--- src/rtl/avg_tree_pipe_pkg.sv ---
// Shared constants and helpers for the pipelined averaging adder tree.
// LOG and SUMW describe the default 8 x 16-bit configuration.
package avg_tree_pipe_pkg;

  function automatic int avg_log2(input int n);
    int r;
    r = 0;
    for (int i = 0; i < 31; i++) begin
      if ((1 << i) < n) r = i + 1;
    end
    return r;
  endfunction

  function automatic int avg_sumw(input int dw, input int n);
    return dw + avg_log2(n);
  endfunction

  localparam int DATAWIDTH_DEF = 16;
  localparam int NUM_IN_DEF    = 8;
  localparam int LOG           = avg_log2(NUM_IN_DEF);
  localparam int SUMW          = DATAWIDTH_DEF + LOG;

endpackage

--- src/rtl/avg_tree_pipe_if.sv ---
// Sample/result bus of avg_tree_pipe.
// Handshake: valid-only, no ready; a sample is taken on every edge with
// in_valid=1, and out_valid pulses for exactly one cycle per result.
interface avg_tree_pipe_if #(
  parameter int DATAWIDTH = 16,
  parameter int NUM_IN    = 8,
  parameter int SAWIDTH   = 8
);
  logic                        in_valid;
  logic [NUM_IN*DATAWIDTH-1:0] in_data;
  logic [SAWIDTH-1:0]          sa;
  logic                        rnd;
  logic                        out_valid;
  logic [DATAWIDTH-1:0]        avg;
  logic                        ovf;

  modport master (
    output in_valid, in_data, sa, rnd,
    input  out_valid, avg, ovf
  );

  modport slave (
    input  in_valid, in_data, sa, rnd,
    output out_valid, avg, ovf
  );
endinterface

--- src/rtl/avg_add_stage.sv ---
// One adder-tree level: PAIRS registered pairwise sums of IN_W-bit operands,
// widened by one bit, with valid/sa/rnd carried alongside.
module avg_add_stage #(
  parameter int IN_W    = 16,
  parameter int PAIRS   = 4,
  parameter int SAWIDTH = 8
) (
  input  logic                       clk,
  input  logic                       rst,
  input  logic                       valid_i,
  input  logic [2*PAIRS*IN_W-1:0]    data_i,
  input  logic [SAWIDTH-1:0]         sa_i,
  input  logic                       rnd_i,
  output logic                       valid_o,
  output logic [PAIRS*(IN_W+1)-1:0]  data_o,
  output logic [SAWIDTH-1:0]         sa_o,
  output logic                       rnd_o
);

  localparam int OUT_W = IN_W + 1;

  logic                      valid_q;
  logic [PAIRS*OUT_W-1:0]    sum_q, sum_d;
  logic [SAWIDTH-1:0]        sa_q;
  logic                      rnd_q;

  always_comb begin
    sum_d = '0;
    for (int p = 0; p < PAIRS; p++) begin
      sum_d[p*OUT_W +: OUT_W] = {1'b0, data_i[(2*p)*IN_W +: IN_W]}
                              + {1'b0, data_i[(2*p+1)*IN_W +: IN_W]};
    end
  end

  always_ff @(posedge clk) begin
    if (rst) begin
      valid_q <= 1'b0;
      sum_q   <= '0;
      sa_q    <= '0;
      rnd_q   <= 1'b0;
    end else begin
      valid_q <= valid_i;
      sum_q   <= sum_d;
      sa_q    <= sa_i;
      rnd_q   <= rnd_i;
    end
  end

  assign valid_o = valid_q;
  assign data_o  = sum_q;
  assign sa_o    = sa_q;
  assign rnd_o   = rnd_q;

endmodule

--- src/rtl/avg_tree_pipe.sv ---
// Pipelined average: LOG adder-tree stages followed by a registered
// round / shift / saturate stage. Latency LOG+1, one sample per cycle.
module avg_tree_pipe
  import avg_tree_pipe_pkg::*;
#(
  parameter int DATAWIDTH = 16,
  parameter int NUM_IN    = 8,
  parameter int SAWIDTH   = 8
) (
  input logic            clk,
  input logic            rst,
  avg_tree_pipe_if.slave bus
);

  localparam int STAGES = avg_log2(NUM_IN);
  localparam int SUM_W  = avg_sumw(DATAWIDTH, NUM_IN);
  localparam logic [SAWIDTH:0] SA_LIM = (SAWIDTH+1)'(SUM_W + 1);

  for (genvar k = 0; k < STAGES; k++) begin : g_stage
    localparam int IW    = DATAWIDTH + k;
    localparam int PAIRS = NUM_IN >> (k + 1);

    logic                      v_in, r_in, v_out, r_out;
    logic [2*PAIRS*IW-1:0]     d_in;
    logic [PAIRS*(IW+1)-1:0]   d_out;
    logic [SAWIDTH-1:0]        s_in, s_out;

    if (k == 0) begin : g_first
      assign v_in = bus.in_valid;
      assign d_in = bus.in_data;
      assign s_in = bus.sa;
      assign r_in = bus.rnd;
    end else begin : g_next
      assign v_in = g_stage[k-1].v_out;
      assign d_in = g_stage[k-1].d_out;
      assign s_in = g_stage[k-1].s_out;
      assign r_in = g_stage[k-1].r_out;
    end

    avg_add_stage #(
      .IN_W    (IW),
      .PAIRS   (PAIRS),
      .SAWIDTH (SAWIDTH)
    ) u_stage (
      .clk     (clk),
      .rst     (rst),
      .valid_i (v_in),
      .data_i  (d_in),
      .sa_i    (s_in),
      .rnd_i   (r_in),
      .valid_o (v_out),
      .data_o  (d_out),
      .sa_o    (s_out),
      .rnd_o   (r_out)
    );
  end

  logic                 valid_s, rnd_s;
  logic [SUM_W-1:0]     sum_s;
  logic [SAWIDTH-1:0]   sa_s;

  assign valid_s = g_stage[STAGES-1].v_out;
  assign sum_s   = g_stage[STAGES-1].d_out;
  assign sa_s    = g_stage[STAGES-1].s_out;
  assign rnd_s   = g_stage[STAGES-1].r_out;

  logic [SUM_W:0]       half_d, t_d, r_d;
  logic [DATAWIDTH-1:0] avg_d;
  logic                 ovf_d;

  // t is one bit wider than the sum so the rounding increment cannot wrap.
  always_comb begin
    half_d = '0;
    if (rnd_s && (sa_s != '0)) half_d = {{SUM_W{1'b0}}, 1'b1} << (sa_s - 1'b1);
    t_d = {1'b0, sum_s} + half_d;
    r_d = t_d >> sa_s;
    if ({1'b0, sa_s} >= SA_LIM) begin
      avg_d = '0;
      ovf_d = 1'b0;
    end else if (r_d[SUM_W:DATAWIDTH] != '0) begin
      avg_d = '1;
      ovf_d = 1'b1;
    end else begin
      avg_d = r_d[DATAWIDTH-1:0];
      ovf_d = 1'b0;
    end
  end

  logic                 out_valid_q;
  logic [DATAWIDTH-1:0] avg_q;
  logic                 ovf_q;

  always_ff @(posedge clk) begin
    if (rst) begin
      out_valid_q <= 1'b0;
      avg_q       <= '0;
      ovf_q       <= 1'b0;
    end else begin
      out_valid_q <= valid_s;
      if (valid_s) begin
        avg_q <= avg_d;
        ovf_q <= ovf_d;
      end
    end
  end

  assign bus.out_valid = out_valid_q;
  assign bus.avg       = avg_q;
  assign bus.ovf       = ovf_q;

endmodule

--- src/flat_wrapper.sv ---
// flat-port wrapper written by rule: the top's interface ports become plain ports
module avg_tree_pipe_flat import avg_tree_pipe_pkg::*;
#(
  parameter int DATAWIDTH = 16,
  parameter int NUM_IN    = 8,
  parameter int SAWIDTH   = 8
)
  (clk, rst, bus_in_valid, bus_in_data, bus_sa, bus_rnd, bus_out_valid, bus_avg, bus_ovf);
  avg_tree_pipe_if #(.DATAWIDTH(DATAWIDTH), .NUM_IN(NUM_IN), .SAWIDTH(SAWIDTH)) bus_i ();
  input logic clk;
  input logic rst;
  input wire logic [$bits(bus_i.in_valid)-1:0] bus_in_valid;
  input wire logic [$bits(bus_i.in_data)-1:0] bus_in_data;
  input wire logic [$bits(bus_i.sa)-1:0] bus_sa;
  input wire logic [$bits(bus_i.rnd)-1:0] bus_rnd;
  output wire logic [$bits(bus_i.out_valid)-1:0] bus_out_valid;
  output wire logic [$bits(bus_i.avg)-1:0] bus_avg;
  output wire logic [$bits(bus_i.ovf)-1:0] bus_ovf;
  assign bus_i.in_valid = bus_in_valid;
  assign bus_i.in_data = bus_in_data;
  assign bus_i.sa = bus_sa;
  assign bus_i.rnd = bus_rnd;
  assign bus_out_valid = bus_i.out_valid;
  assign bus_avg = bus_i.avg;
  assign bus_ovf = bus_i.ovf;
  avg_tree_pipe #(.DATAWIDTH(DATAWIDTH), .NUM_IN(NUM_IN), .SAWIDTH(SAWIDTH)) u_core (.clk(clk), .rst(rst), .bus(bus_i));
endmodule
--- config.mk ---
export PLATFORM = sky130hd
export DESIGN_NAME = avg_tree_pipe_flat
export DESIGN_NICKNAME = d
export VERILOG_FILES = /design/src/rtl/avg_tree_pipe_pkg.sv /design/src/rtl/avg_tree_pipe_if.sv /design/src/rtl/avg_add_stage.sv /design/src/rtl/avg_tree_pipe.sv /design/src/flat_wrapper.sv
export SDC_FILE = /design/constraint.sdc
export NUM_CORES = 1
export LEC_CHECK = 0
export ABC_AREA = 1
export BUFFER_PORTS_ARGS = -buffer_cell sky130_fd_sc_hd__buf_4
export CAP_MARGIN = 25
export CORE_AREA = 4 4 190 192
export DETAILED_ROUTE_END_ITERATION = 12
export DIE_AREA = 0 0 194 196
export HOLD_SLACK_MARGIN = 0.08
export PLACE_DENSITY = 0.51
export SLEW_MARGIN = 20
export SYNTH_ARGS = -nofsm -noshare
export SYNTH_HDL_FRONTEND = slang
export SYNTH_SLANG_ARGS = --single-unit
--- constraint.sdc ---
create_clock -name clk -period 7.4 [get_ports clk]
set_input_delay 1.11 -clock clk [delete_from_list [all_inputs] [get_ports clk]]
set_output_delay 1.11 -clock clk [all_outputs]
set_load 0.02 [all_outputs]
-- Word level (Yosys, flattened, before mapping)
Cells that the tools add are included.
- flip-flop bits (word level): 171
- input port bits: 140
- $add $sub $neg: 9
- magnitude comparators: 1
- shifts and indexed selects: 2
- mux-type cells: 5
- reductions and logical operators: 3
- operators by type and width (kind ; count):
    adder 16 x 16 -> 17 bit ; 4
    adder 17 x 17 -> 18 bit ; 2
    two-way mux 16 bit ; 2
    adder 19 x 20 -> 20 bit ; 1
    two-way mux 20 bit ; 1
    << shifter 1 x 8 -> 20 bit, first input constant ; 1
    right shift 20 x 8 -> 20 bit ; 1
    adder 18 x 18 -> 19 bit ; 1
    greater-or-equal comparator 8 x 5 -> 1 bit, second input constant ; 1
    nonzero test 8 bit ; 1
    subtractor 8 x 1 -> 8 bit, second input constant ; 1
    nonzero test 4 bit ; 1
    two-way mux 1 bit ; 2
    logical AND 1 bit ; 1

-- Depth between registers and ports, before layout
Gate-level depths: netlist (run 1).
- word-level depth: 8
- depth in mapped cells: 36
- gate-level depth less buffers: 33

-- Modules after synthesis
Synthesis (run 1) repeated with hierarchy kept, for this count alone.
- cell total of the unflattened synthesis: 2378
- area, all modules: 14163.6 um^2
- by module, submodules not included (module ; times used ; cells each ; area an instance (um^2) ; seq. area each (um^2)):
    avg_add_stage (u_core.g_stage[0].u_stage) ; 1 ; 926 ; 5670.4 ; 1561.5
    avg_tree_pipe ; 1 ; 646 ; 3400.8 ; 360.3
    avg_add_stage (u_core.g_stage[1].u_stage) ; 1 ; 539 ; 3316.9 ; 920.9
    avg_add_stage (u_core.g_stage[2].u_stage) ; 1 ; 267 ; 1775.5 ; 580.6

-- Least setup slack after synthesis (run 1)
OpenSTA, ideal clock, no wires.
- kind: register -> register
- start point: register u_core.g_stage[2].u_stage.sa_q[1]
- end point: register u_core.avg_q[5], in the netlist u_core.bus.avg[5]
- library setup time: 128 ps
- arrival time: 4092 ps
- setup slack: 3180 ps
- stages on the path, launching flop included: 33
- buffers on the path: 2
- cell sequence: dfxtp_1 -> buf_1 -> clkinv_1 -> clkbuf_1 -> ha_1 -> nand3_1 -> nand2_1 -> nand2_1 -> inv_1 -> nor2_2 -> nand2_1 -> nor2_1 -> nand2_1 -> nor2_1 -> ha_1 -> inv_1 -> fa_1 -> o21ai_0 -> nand2_1 -> nand2_1 -> nand2_1 -> nand2_1 -> nand2_1 -> nand3_1 -> nand2_1 -> nand2_1 -> nand2_1 -> nand2_2 -> nor2_4 -> nor2_2 -> nor2_4 -> nor2_1 -> nor2_1
- word-level cells in the longest chain between the ends: 8
- elaborated cells on any way between the ends: 11
- those cells by class: add/sub: 2; order compare: 1; shift: 2; mux: 3; reduce/logical: 3
- RTL lines (element ; RTL line ; source):
    start: declaration ; avg_add_stage.sv:24 ; logic [SAWIDTH-1:0] sa_q;
    start signal: assignment ; avg_add_stage.sv:44 ; sa_q <= sa_i;
    subtractor 8 x 1 -> 8 bit / nonzero test 8 bit (equally long branches) ; avg_tree_pipe.sv:74 ; if (rnd_s && (sa_s != '0)) half_d = {{SUM_W{1'b0}}, 1'b1} << (sa_s - 1'b1);
    << shifter 1 x 8 -> 20 bit / logical AND 1 bit (equally long branches) ; avg_tree_pipe.sv:74 ;
    two-way mux 20 bit ; avg_tree_pipe.sv:74 ;
    adder 19 x 20 -> 20 bit ; avg_tree_pipe.sv:75 ; t_d = {1'b0, sum_s} + half_d;
    right shift 20 x 8 -> 20 bit ; avg_tree_pipe.sv:76 ; r_d = t_d >> sa_s;
    nonzero test 4 bit ; avg_tree_pipe.sv:80 ; end else if (r_d[SUM_W:DATAWIDTH] != '0) begin
    two-way mux 16 bit ; avg_tree_pipe.sv:80 ;
    two-way mux 16 bit * ; avg_tree_pipe.sv:77 ; if ({1'b0, sa_s} >= SA_LIM) begin
    end signal: assignment ; avg_tree_pipe.sv:101 ; avg_q <= avg_d;
    end: declaration ; avg_tree_pipe.sv:90 ; logic [DATAWIDTH-1:0] avg_q;
Mark *: on every way between the ends. The rest lies on a longest branch, timed or not.
A chain may end at the register's enable or synchronous reset.

-- Final worst setup path (run 1)
- start point: register u_core.g_stage[2].u_stage.sa_q[1]
- end point: register u_core.avg_q[7], in the netlist u_core.bus.avg[7]
Same word-level chain as after synthesis.

==> results of run 1 <==
[cells in the mapped netlist, drive strengths merged]
cell / n
mux2i: 3
a211oi: 3
o2111ai: 1
or2: 3
nor3b: 1
a21boi: 17
nand3b: 6
a21oi: 218
ha: 136
dfxtp: 171
fa: 8
and2: 2
o311ai: 1
a21o: 5
nor2: 206
o31ai: 7
clkbuf: 24
inv: 232
nand3: 128
nand4: 24
clkinv: 3
o21ai: 122
nand2: 342
o21a: 29
a22oi: 1
a31oi: 8
xor2: 4
nor3: 16
o21bai: 7
xnor2: 1
o211ai: 5
o22ai: 1
buf: 12
[worst max-delay path, delay by kind of cell (launching register included)]
kind	cells	cell delay (ns)
simple gates	19	1.96
fa+ha+maj	3	1.15
buf+inv	3	0.94
flops	1	0.82
compound gates	3	0.77
[power breakdown]
| part | internal (mW) | leakage [nW] | switching [mW] | total, mW |
|---|---|---|---|---|
| clock network | 0.461 | 0.291 | 0.426 | 0.887 |
| registers | 1.03 | 1.42 | 0.0467 | 1.07 |
| logic | 0.323 | 5.31 | 0.509 | 0.833 |
| total | 1.81 | 7.02 | 0.982 | 2.79 |
[worst max path at each step]
stage	slack [ns]	to	cells after the start	from
3_5_place_dp	1.67	u_core.bus.avg[7]	28	u_core.g_stage[2].u_stage.sa_o[1]
2_1_floorplan	3.18	u_core.bus.avg[5]	32	u_core.g_stage[2].u_stage.sa_o[1]
6_report	1.62	u_core.bus.avg[7]	28	u_core.g_stage[2].u_stage.sa_o[1]
4_1_cts	1.65	u_core.bus.avg[7]	28	u_core.g_stage[2].u_stage.sa_o[1]
3_3_place_gp	1.82	u_core.bus.avg[3]	28	u_core.g_stage[2].u_stage.sa_o[1]
5_1_grt	0.98	u_core.bus.avg[7]	28	u_core.g_stage[2].u_stage.sa_o[1]
[registers in the layout (all words and copies together), names as in the netlist]
signal and flops:
u_core.bus.avg 16, u_core.bus.out_valid 1, u_core.bus.ovf 1, u_core.g_stage.u_stage.data_o 123, u_core.g_stage.u_stage.rnd_o 3, u_core.g_stage.u_stage.sa_o 24
u_core.g_stage.u_stage.valid_o 3
[kinds of logic after synthesis]
| logic type | share of synthesized area |
|---|---|
| AOI/OAI and AO/OA | 0.198 |
| xor gates and xnor gates | 0.00369 |
| adders and majority gates | 0.157 |
| buffers and inverters | 0.0891 |
| DFF | 0.289 |
| muxes | 0.00253 |
| and+or+nand+nor | 0.261 |
[through the flow]
| stage | cells | utilization | hold slack, ns | worst slack (ns) |
|---|---|---|---|---|
| global route | 2359 | 0.409 | 0.420 | 0.983 |
| finish | 2359 | 0.409 | 0.402 | 1.62 |
| CTS | 2359 | 0.409 | 0.405 | 1.65 |
| detailed placement | 2327 | 0.392 | 0.395 | 1.67 |
| floorplan | 1747 | - | 0.388 | 3.18 |
| global placement | 2327 | 0.392 | 0.391 | 1.82 |
[metal layers]
metal | vias to the layer above | GRT usage | routed length [µm]
met5 | - | 0 | 0
met4 | 0 | 0.0315 | 309
met3 | 19 | 0.0167 | 717
met2 | 164 | 0.296 | 15600
met1 | 5243 | 0.242 | 16500
li1 | 6119 | - | -
[area by class of cell]
type / instances / area [µm²] / area share
repair buffers: 161 / 1210 / 0.0860
well taps: 455 / 569 / 0.0405
clock buffers: 18 / 439 / 0.0313
inverters: 235 / 882 / 0.0628
multi-input cells: 1305 / 7380 / 0.525
flip-flops and latches: 171 / 3420 / 0.244
clock inverters: 14 / 146 / 0.0104
==> run_results.csv, run 1 <==
group,metric,value,unit
synth,netlist_area,0.0119,mm²
routing,drc_errors,0,
clocking,cts_setup_buffers,0,
pwr,powerDensity,199,mW/mm²
routing,drt-pass1-iter-count,4,
floorplanning,chipHeight,196,µm
routing,ant_nets,0,
floorplanning,num_rows,68,
floorplanning,io_pins,158,
setup_path,cp.required,7.71,ns
floorplanning,initial_core_util,0.345,
placed_design,place_area,0.0135,mm²
timing,clock_skew,0.0146,ns
global_routing,grt_pass1_wl,55.7,mm
timing,tightest_slew,0.858,ns
timing,setup-tns-final,0,ns
timing,max_freq,173,MHz
setup_path,r2r_start,"u_core.g_stage[2].u_stage.sa_o[1]",
hold_path,hold_class,"reg2reg",
clocking,cts_buffer_depth,2,
setup_path,cp-end-kind,"flip-flop",
synth,syn_inst,1747,
finish,fin_area,0.0140,mm²
finish,layout_common_cells,"nand2_1 (338), inv_1 (228), a21oi_1 (218)",
finish,area_growth,18.5,%
setup_path,timing.rr.end,"u_core.bus.avg[7]",
routing,via_count,11500,
pwr,vdd_drop_max,0.000153,V
synth,synth_top_cell_by_area,"dfxtp_1",
clocking,clockRootBuffer,"clkbuf_16",
synth,ys_seq_elements,171,
routing,routed_wirelength,33.1,mm
clocking,cts_tree,"yes",
synth,ys_types,44,
global_routing,grtUsageTotal,0.173,
pwr,leakage,7.02,nW
finish,final_common_cell,"nand2_1",
hold_path,whs_path_depth,2,
routing,routedWlPerCell,14.0,µm
synth,syn_avg_cell_area,6.79,µm²
clocking,cts-resized-gates,0,
floorplanning,dieArea,0.0380,mm²
setup_path,cp.arrival,6.08,ns
timing,fin_crit,5.78,ns
timing,finalCritPeriodShare,0.781,
clocking,clock-sinks,171,
floorplanning,core,0.0344,mm²
finish,fillers,3747,
setup_path,crit_top_cell,"nand2_1",
finish,nets,2175,
clocking,clkLatencyLatePin,0.43,ns
timing,slew_headroom,0.428,
setup_path,cp-start-kind,"flip-flop",
timing,setup_violations,0,
synth,synthTopCellsByArea,"dfxtp_1 (29%), ha_1 (14%), nand2_1 (11%)",
finish,antenna_cells,0,
timing,drv_slew,0,
synth,netlist.area_leader.share,0.289,
global_routing,grt.overflow.total,0,
clocking,cts_hold_buf,0,
setup_path,slowest_delay,0.82,ns
setup_path,critPathKind,"reg2reg",
finish,drive_above_1_share,0.116,
floorplanning,die_w,194,µm
routing,viasPerCell,4.89,
placed_design,dpl.hpwl,26.8,mm
synth,ys_warn_count,0,
setup_path,crit_path_top_delay_cell,"dfxtp_1",
run_status,status,"finished clean",
placed_design,port_buffers,157,
setup_path,r2r_cells,28,
synth,syn_nets,2031,
global_routing,antenna_found_initial,0,
routing,drt_iter0_drc,575,
timing,finalHoldViolCount,0,
setup_path,r2r_setup_slack,1.62,ns
timing,grt_setup_unrepaired,"false",
hold_path,whs_endpoint,"u_core.g_stage[2].u_stage.sa_o[5]",
global_routing,first_global_vias,11400,
setup_path,critPathMaxFanout,26,
run,maxCapViolations,0,
clocking,h-tree-depth,4,
hold_path,min-delay-start,"u_core.g_stage[1].u_stage.sa_o[5]",
global_routing,grt_max_degree,73,
clocking,clkSlewWorstSetupHoldPaths,0.08,ns
clocking,cts_made_buffers,17,
synth,yosysSeqAreaShare,0.289,
pwr,power.total,2.79,mW
placed_design,place.gp.congestion,0.875,
No activity file was read; power rests on OpenSTA's default activity.
==> run 2: changes to the inputs <==
==> constraint.sdc (replaced) <==
create_clock -name clk -period 6.06 [get_ports clk]
set_input_delay 0.909 -clock clk [delete_from_list [all_inputs] [get_ports clk]]
set_output_delay 0.909 -clock clk [all_outputs]
set_load 0.02 [all_outputs]
==> run_results.csv, run 2 (synthesized netlist as in run 1, its figures left out) <==
group,metric,value,unit
routing,drt-pass1-iter-count,7,
setup_path,crit_top_cell,"nand2_1",
placed_design,place.gp.congestion,0.884,
global_routing,grt_pass1_wl,55.9,mm
timing,grt_setup_unrepaired,"false",
pwr,powerDensity,245,mW/mm²
floorplanning,initial_core_util,0.345,
setup_path,crit_path_top_delay_cell,"inv_2",
timing,drv_slew,0,
routing,ant_nets,0,
clocking,clkSlewWorstSetupHoldPaths,0.07,ns
placed_design,port_buffers,157,
clocking,h-tree-depth,4,
clocking,cts_tree,"yes",
floorplanning,chipHeight,196,µm
floorplanning,dieArea,0.0380,mm²
clocking,cts-resized-gates,0,
routing,via_count,11600,
timing,slew_headroom,0.415,
setup_path,cp.required,6.36,ns
timing,setup_violations,0,
pwr,leakage,7.04,nW
setup_path,slowest_delay,0.41,ns
finish,drive_above_1_share,0.118,
finish,multi_input_area,0.00738,mm²
pwr,power.total,3.45,mW
routing,drc_errors,0,
floorplanning,die_w,194,µm
clocking,clockRootBuffer,"clkbuf_16",
timing,fin_crit,4.80,ns
clocking,cts_made_buffers,17,
clocking,cts_hold_buf,0,
timing,finalHoldViolCount,0,
run,maxCapViolations,0,
setup_path,crit_family,"simple AND/OR/NAND/NOR gates",
finish,fillers,3756,
clocking,cts_buffer_depth,2,
setup_path,critPathMaxFanout,29,
timing,finalCritPeriodShare,0.793,
placed_design,dpl.hpwl,26.9,mm
setup_path,cp-start-kind,"flip-flop",
routing,drt_iter0_drc,633,
clocking,cts_setup_buffers,0,
routing,viasPerCell,4.89,
clocking,clock-sinks,171,
finish,regArea,0.00342,mm²
run_status,status,"finished clean",
timing,clock_skew,0.0194,ns
timing,tightest_slew,0.878,ns
global_routing,first_global_vias,11400,
finish,layout_common_cells,"nand2_1 (338), inv_1 (228), a21oi_1 (218)",
finish,antenna_cells,0,
timing,max_freq,208,MHz
routing,routedWlPerCell,14.2,µm
floorplanning,io_pins,158,
global_routing,grtUsageTotal,0.175,
routing,routed_wirelength,33.5,mm
setup_path,cp.arrival,5.10,ns
floorplanning,num_rows,68,
timing,setup-tns-final,0,ns
setup_path,cp-end-kind,"flip-flop",
global_routing,antenna_found_initial,0,
setup_path,critPathKind,"reg2reg",
setup_path,worst-path-buf-inv,4,
clocking,clkLatencyLatePin,0.43,ns
floorplanning,core,0.0344,mm²
finish,area_growth,18.8,%
global_routing,grt_max_degree,75,
finish,final_common_cell,"nand2_1",
global_routing,grt.overflow.total,0,
finish,nets,2178,
finish,largest_register_ffs,123,
pwr,vdd_drop_max,0.000193,V
hold_path,hold_class,"reg2reg",
## run 2: cell types whose count changed in the layout (fill, tap and decap cells not counted)
| cell | delta |
|---|---|
| nor2_1 | -1 |
| bufinv_16 | +1 |
| nor2_2 | +1 |
| clkinv_2 | -1 |
| clkinvlp_4 | +1 |
| clkinv_8 | -2 |
| buf_4 | +3 |
| clkinv_4 | +1 |
| clkbuf_8 | +1 |
| inv_6 | -1 |
## run 2: stage by stage
stage	worst slack (ns)	instances	cell area, µm²	utilization	hold WS [ns]
after CTS	1.28	2362	14100	0.410	0.406
after detailed placement	1.31	2330	13500	0.392	0.393
after global placement	1.40	2330	13500	0.392	0.391
after floorplan	1.84	1747	11900	-	0.388
after global routing	0.813	2362	14100	0.410	0.417
final	1.26	2362	14100	0.410	0.402
## run 2: area by class of cell
class	instances	share of cell area
Sequential cell	171	0.243
Timing Repair Buffer	164	0.0874
Multi-Input combinational cell	1305	0.524
Tap cell	455	0.0404
Clock buffer	19	0.0322
Inverter	235	0.0626
Clock inverter	13	0.0104
## run 2: path summary, 6_finish.rpt
check	startpoint	end	slack [ns]	cells after the start
setup / recovery	u_core.g_stage[2].u_stage.sa_o[0]	u_core.bus.avg[11]	1.26	28
hold / removal	u_core.g_stage[1].u_stage.sa_o[4]	u_core.g_stage[2].u_stage.sa_o[4]	0.40	2
setup reg to reg	u_core.g_stage[2].u_stage.sa_o[0]	u_core.bus.avg[11]	1.26	28
hold reg to reg	u_core.g_stage[1].u_stage.sa_o[4]	u_core.g_stage[2].u_stage.sa_o[4]	0.40	2
## run 2: routing by layer
layer / share of wire / global-route usage / up-vias / wire length, µm
met2: 0.48 / 0.306 / 175 / 16100
met4: 0.0086 / 0.0336 / 0 / 287
met3: 0.026 / 0.0167 / 18 / 866
met1: 0.49 / 0.237 / 5227 / 16300
li1: - / - / 6131 / -
met5: 0 / 0 / - / 0
## run 2: power breakdown
part	internal [mW]	switching [mW]	total, mW
registers	1.25	0.0599	1.31
clock network	0.610	0.503	1.11
logic	0.395	0.632	1.03
## run 2: worst min-delay path, stage by stage, from the launching register on
cell,delay [ns]
dfxtp_1,0.30
inv_1,0.04
nor2_1,0.03
==> run 3: changes to the inputs <==
==> constraint.sdc (replaced) <==
create_clock -name clk -period 4.9 [get_ports clk]
set_input_delay 0.735 -clock clk [delete_from_list [all_inputs] [get_ports clk]]
set_output_delay 0.735 -clock clk [all_outputs]
set_load 0.02 [all_outputs]
==> run_results.csv, run 3 (synthesized netlist as in run 1, its figures left out) <==
group,metric,value,unit
placed_design,port_buffers,157,
routing,via_count,11500,
placed_design,dp_cells,2331,
global_routing,first_global_vias,11200,
placed_design,place.gp.congestion,0.917,
timing,drv_slew,0,
run,maxCapViolations,0,
timing,fin_crit,4.41,ns
routing,drt-pass1-iter-count,5,
timing,tightest_slew,0.725,ns
finish,multi_input_area,0.00738,mm²
timing,setup-tns-final,0,ns
clocking,h-tree-depth,4,
finish,drive_above_1_share,0.117,
setup_path,cp.arrival,4.69,ns
setup_path,crit_path_end,"u_core.bus.avg[5]",
floorplanning,io_pins,158,
setup_path,cp.required,5.18,ns
setup_path,r2r_start,"u_core.g_stage[2].u_stage.sa_o[3]",
routing,routed_wirelength,33.1,mm
global_routing,grt_max_degree,58,
clocking,cts_setup_buffers,0,
routing,viasPerCell,4.85,
finish,antenna_cells,0,
finish,largest_register_ffs,123,
global_routing,grt.overflow.total,0,
finish,finalNonFillerCells,2363,
placed_design,place_area,0.0135,mm²
finish,fin_area,0.0141,mm²
finish,layout_common_cells,"nand2_1 (338), inv_1 (228), a21oi_1 (218)",
clocking,cts-resized-gates,0,
setup_path,crit_top_cell,"nand2_1",
floorplanning,initial_core_util,0.345,
timing,slew_headroom,0.510,
finish,fillers,3703,
hold_path,min-delay-start,"u_core.g_stage[0].u_stage.sa_o[5]",
finish,area_growth,18.7,%
pwr,powerDensity,302,mW/mm²
global_routing,antenna_found_initial,0,
setup_path,critPathMaxFanout,12,
placed_design,dpl_worst_slack,0.523,ns
pwr,vdd_drop_max,0.000200,V
finish,nets,2179,
clocking,cts_tree,"yes",
finish,regArea,0.00342,mm²
setup_path,cp-start-kind,"flip-flop",
floorplanning,die_w,194,µm
routing,ant_nets,0,
floorplanning,core,0.0344,mm²
timing,fin_ws,0.487,ns
timing,finalHoldViolCount,0,
clocking,cts_made_buffers,17,
setup_path,crit_path_top_delay_cell,"dfxtp_1",
floorplanning,num_rows,68,
timing,finalCritPeriodShare,0.901,
routing,drc_errors,0,
clocking,clock-sinks,171,
timing,clock_skew,0.0138,ns
floorplanning,chipHeight,196,µm
setup_path,slowest_delay,0.46,ns
clocking,cts_buffer_depth,2,
hold_path,hold_class,"reg2reg",
routing,routedWlPerCell,14.0,µm
routing,drt_iter0_drc,593,
clocking,clkSlewWorstSetupHoldPaths,0.07,ns
setup_path,r2r_setup_slack,0.49,ns
timing,setup_violations,0,
pwr,leakage,7.03,nW
finish,final_common_cell,"nand2_1",
global_routing,grt_pass1_wl,54.5,mm
run_status,status,"finished clean",
floorplanning,dieArea,0.0380,mm²
setup_path,cp-end-kind,"flip-flop",
clocking,clkLatencyLatePin,0.42,ns
setup_path,r2r_cells,28,
timing,grt_setup_unrepaired,"false",
setup_path,crit_start,"u_core.g_stage[2].u_stage.sa_o[3]",
timing,max_freq,227,MHz
setup_path,critPathKind,"reg2reg",
clocking,clockRootBuffer,"clkbuf_16",
placed_design,dpl.hpwl,26.8,mm
clocking,cts_hold_buf,0,
setup_path,timing.rr.end,"u_core.bus.avg[5]",
global_routing,grtUsageTotal,0.171,
==> run 3: cell count changes in the layout (fill, tap and decap cells not counted), sizes merged <==
cell / before / now
inv: 241 / 239
clkinvlp: 1 / 2
clkinv: 5 / 7
clkbuf: 19 / 18
buf: 164 / 165
==> run 3: how the worst min path moves through the flow <==
stage	endpoint	slack [ns]	depth (start not counted)
floorplan	u_core.g_stage[1].u_stage.rnd_o	0.39	2
global placement	u_core.g_stage[1].u_stage.valid_o	0.40	2
detailed placement	u_core.g_stage[2].u_stage.valid_o	0.39	2
CTS	u_core.g_stage[2].u_stage.sa_o[3]	0.41	2
global route	u_core.g_stage[2].u_stage.sa_o[6]	0.42	2
finish	u_core.g_stage[1].u_stage.sa_o[5]	0.40	2
==> run 3: routing by layer <==
layer,up-vias,part of all wire,global-route usage
met5,-,0,0
met2,163,0.47,0.302
met4,0,0.0064,0.0273
li1,6120,-,-
met3,11,0.030,0.0211
met1,5169,0.49,0.228
==> run 3: per-stage QoR <==
stage	total power, mW	util	hold slack [ns]
after floorplan	2.52	-	0.388
after global placement	2.92	0.393	0.395
after detailed placement	2.92	0.393	0.392
after CTS	4.30	0.410	0.406
after global routing	4.56	0.410	0.422
final	4.24	0.410	0.403
==> run 3: report_power, final <==
part | switching, mW | total, mW | internal [mW]
sequential | 0.0714 | 1.62 | 1.55
clock | 0.633 | 1.36 | 0.725
combinational | 0.774 | 1.26 | 0.490
total | 1.48 | 4.24 | 2.77
==> run 3: final cells by class <==
class	instances	share of cell area
clock buffers	18	0.0305
multi-input cells	1305	0.524
well taps	455	0.0404
inverters	235	0.0627
clock inverters	14	0.0110
repair buffers	165	0.0880
flip-flops and latches	171	0.243
==> run 3: critical path, delay by kind of cell, from the launching register on <==
kind | cells | cell delay [ns]
DFF | 1 | 0.46
AOI/OAI and AO/OA | 1 | 0.37
and+or+nand+nor | 23 | 2.69
buffers and inverters | 2 | 0.13
adders and majority gates | 2 | 0.64
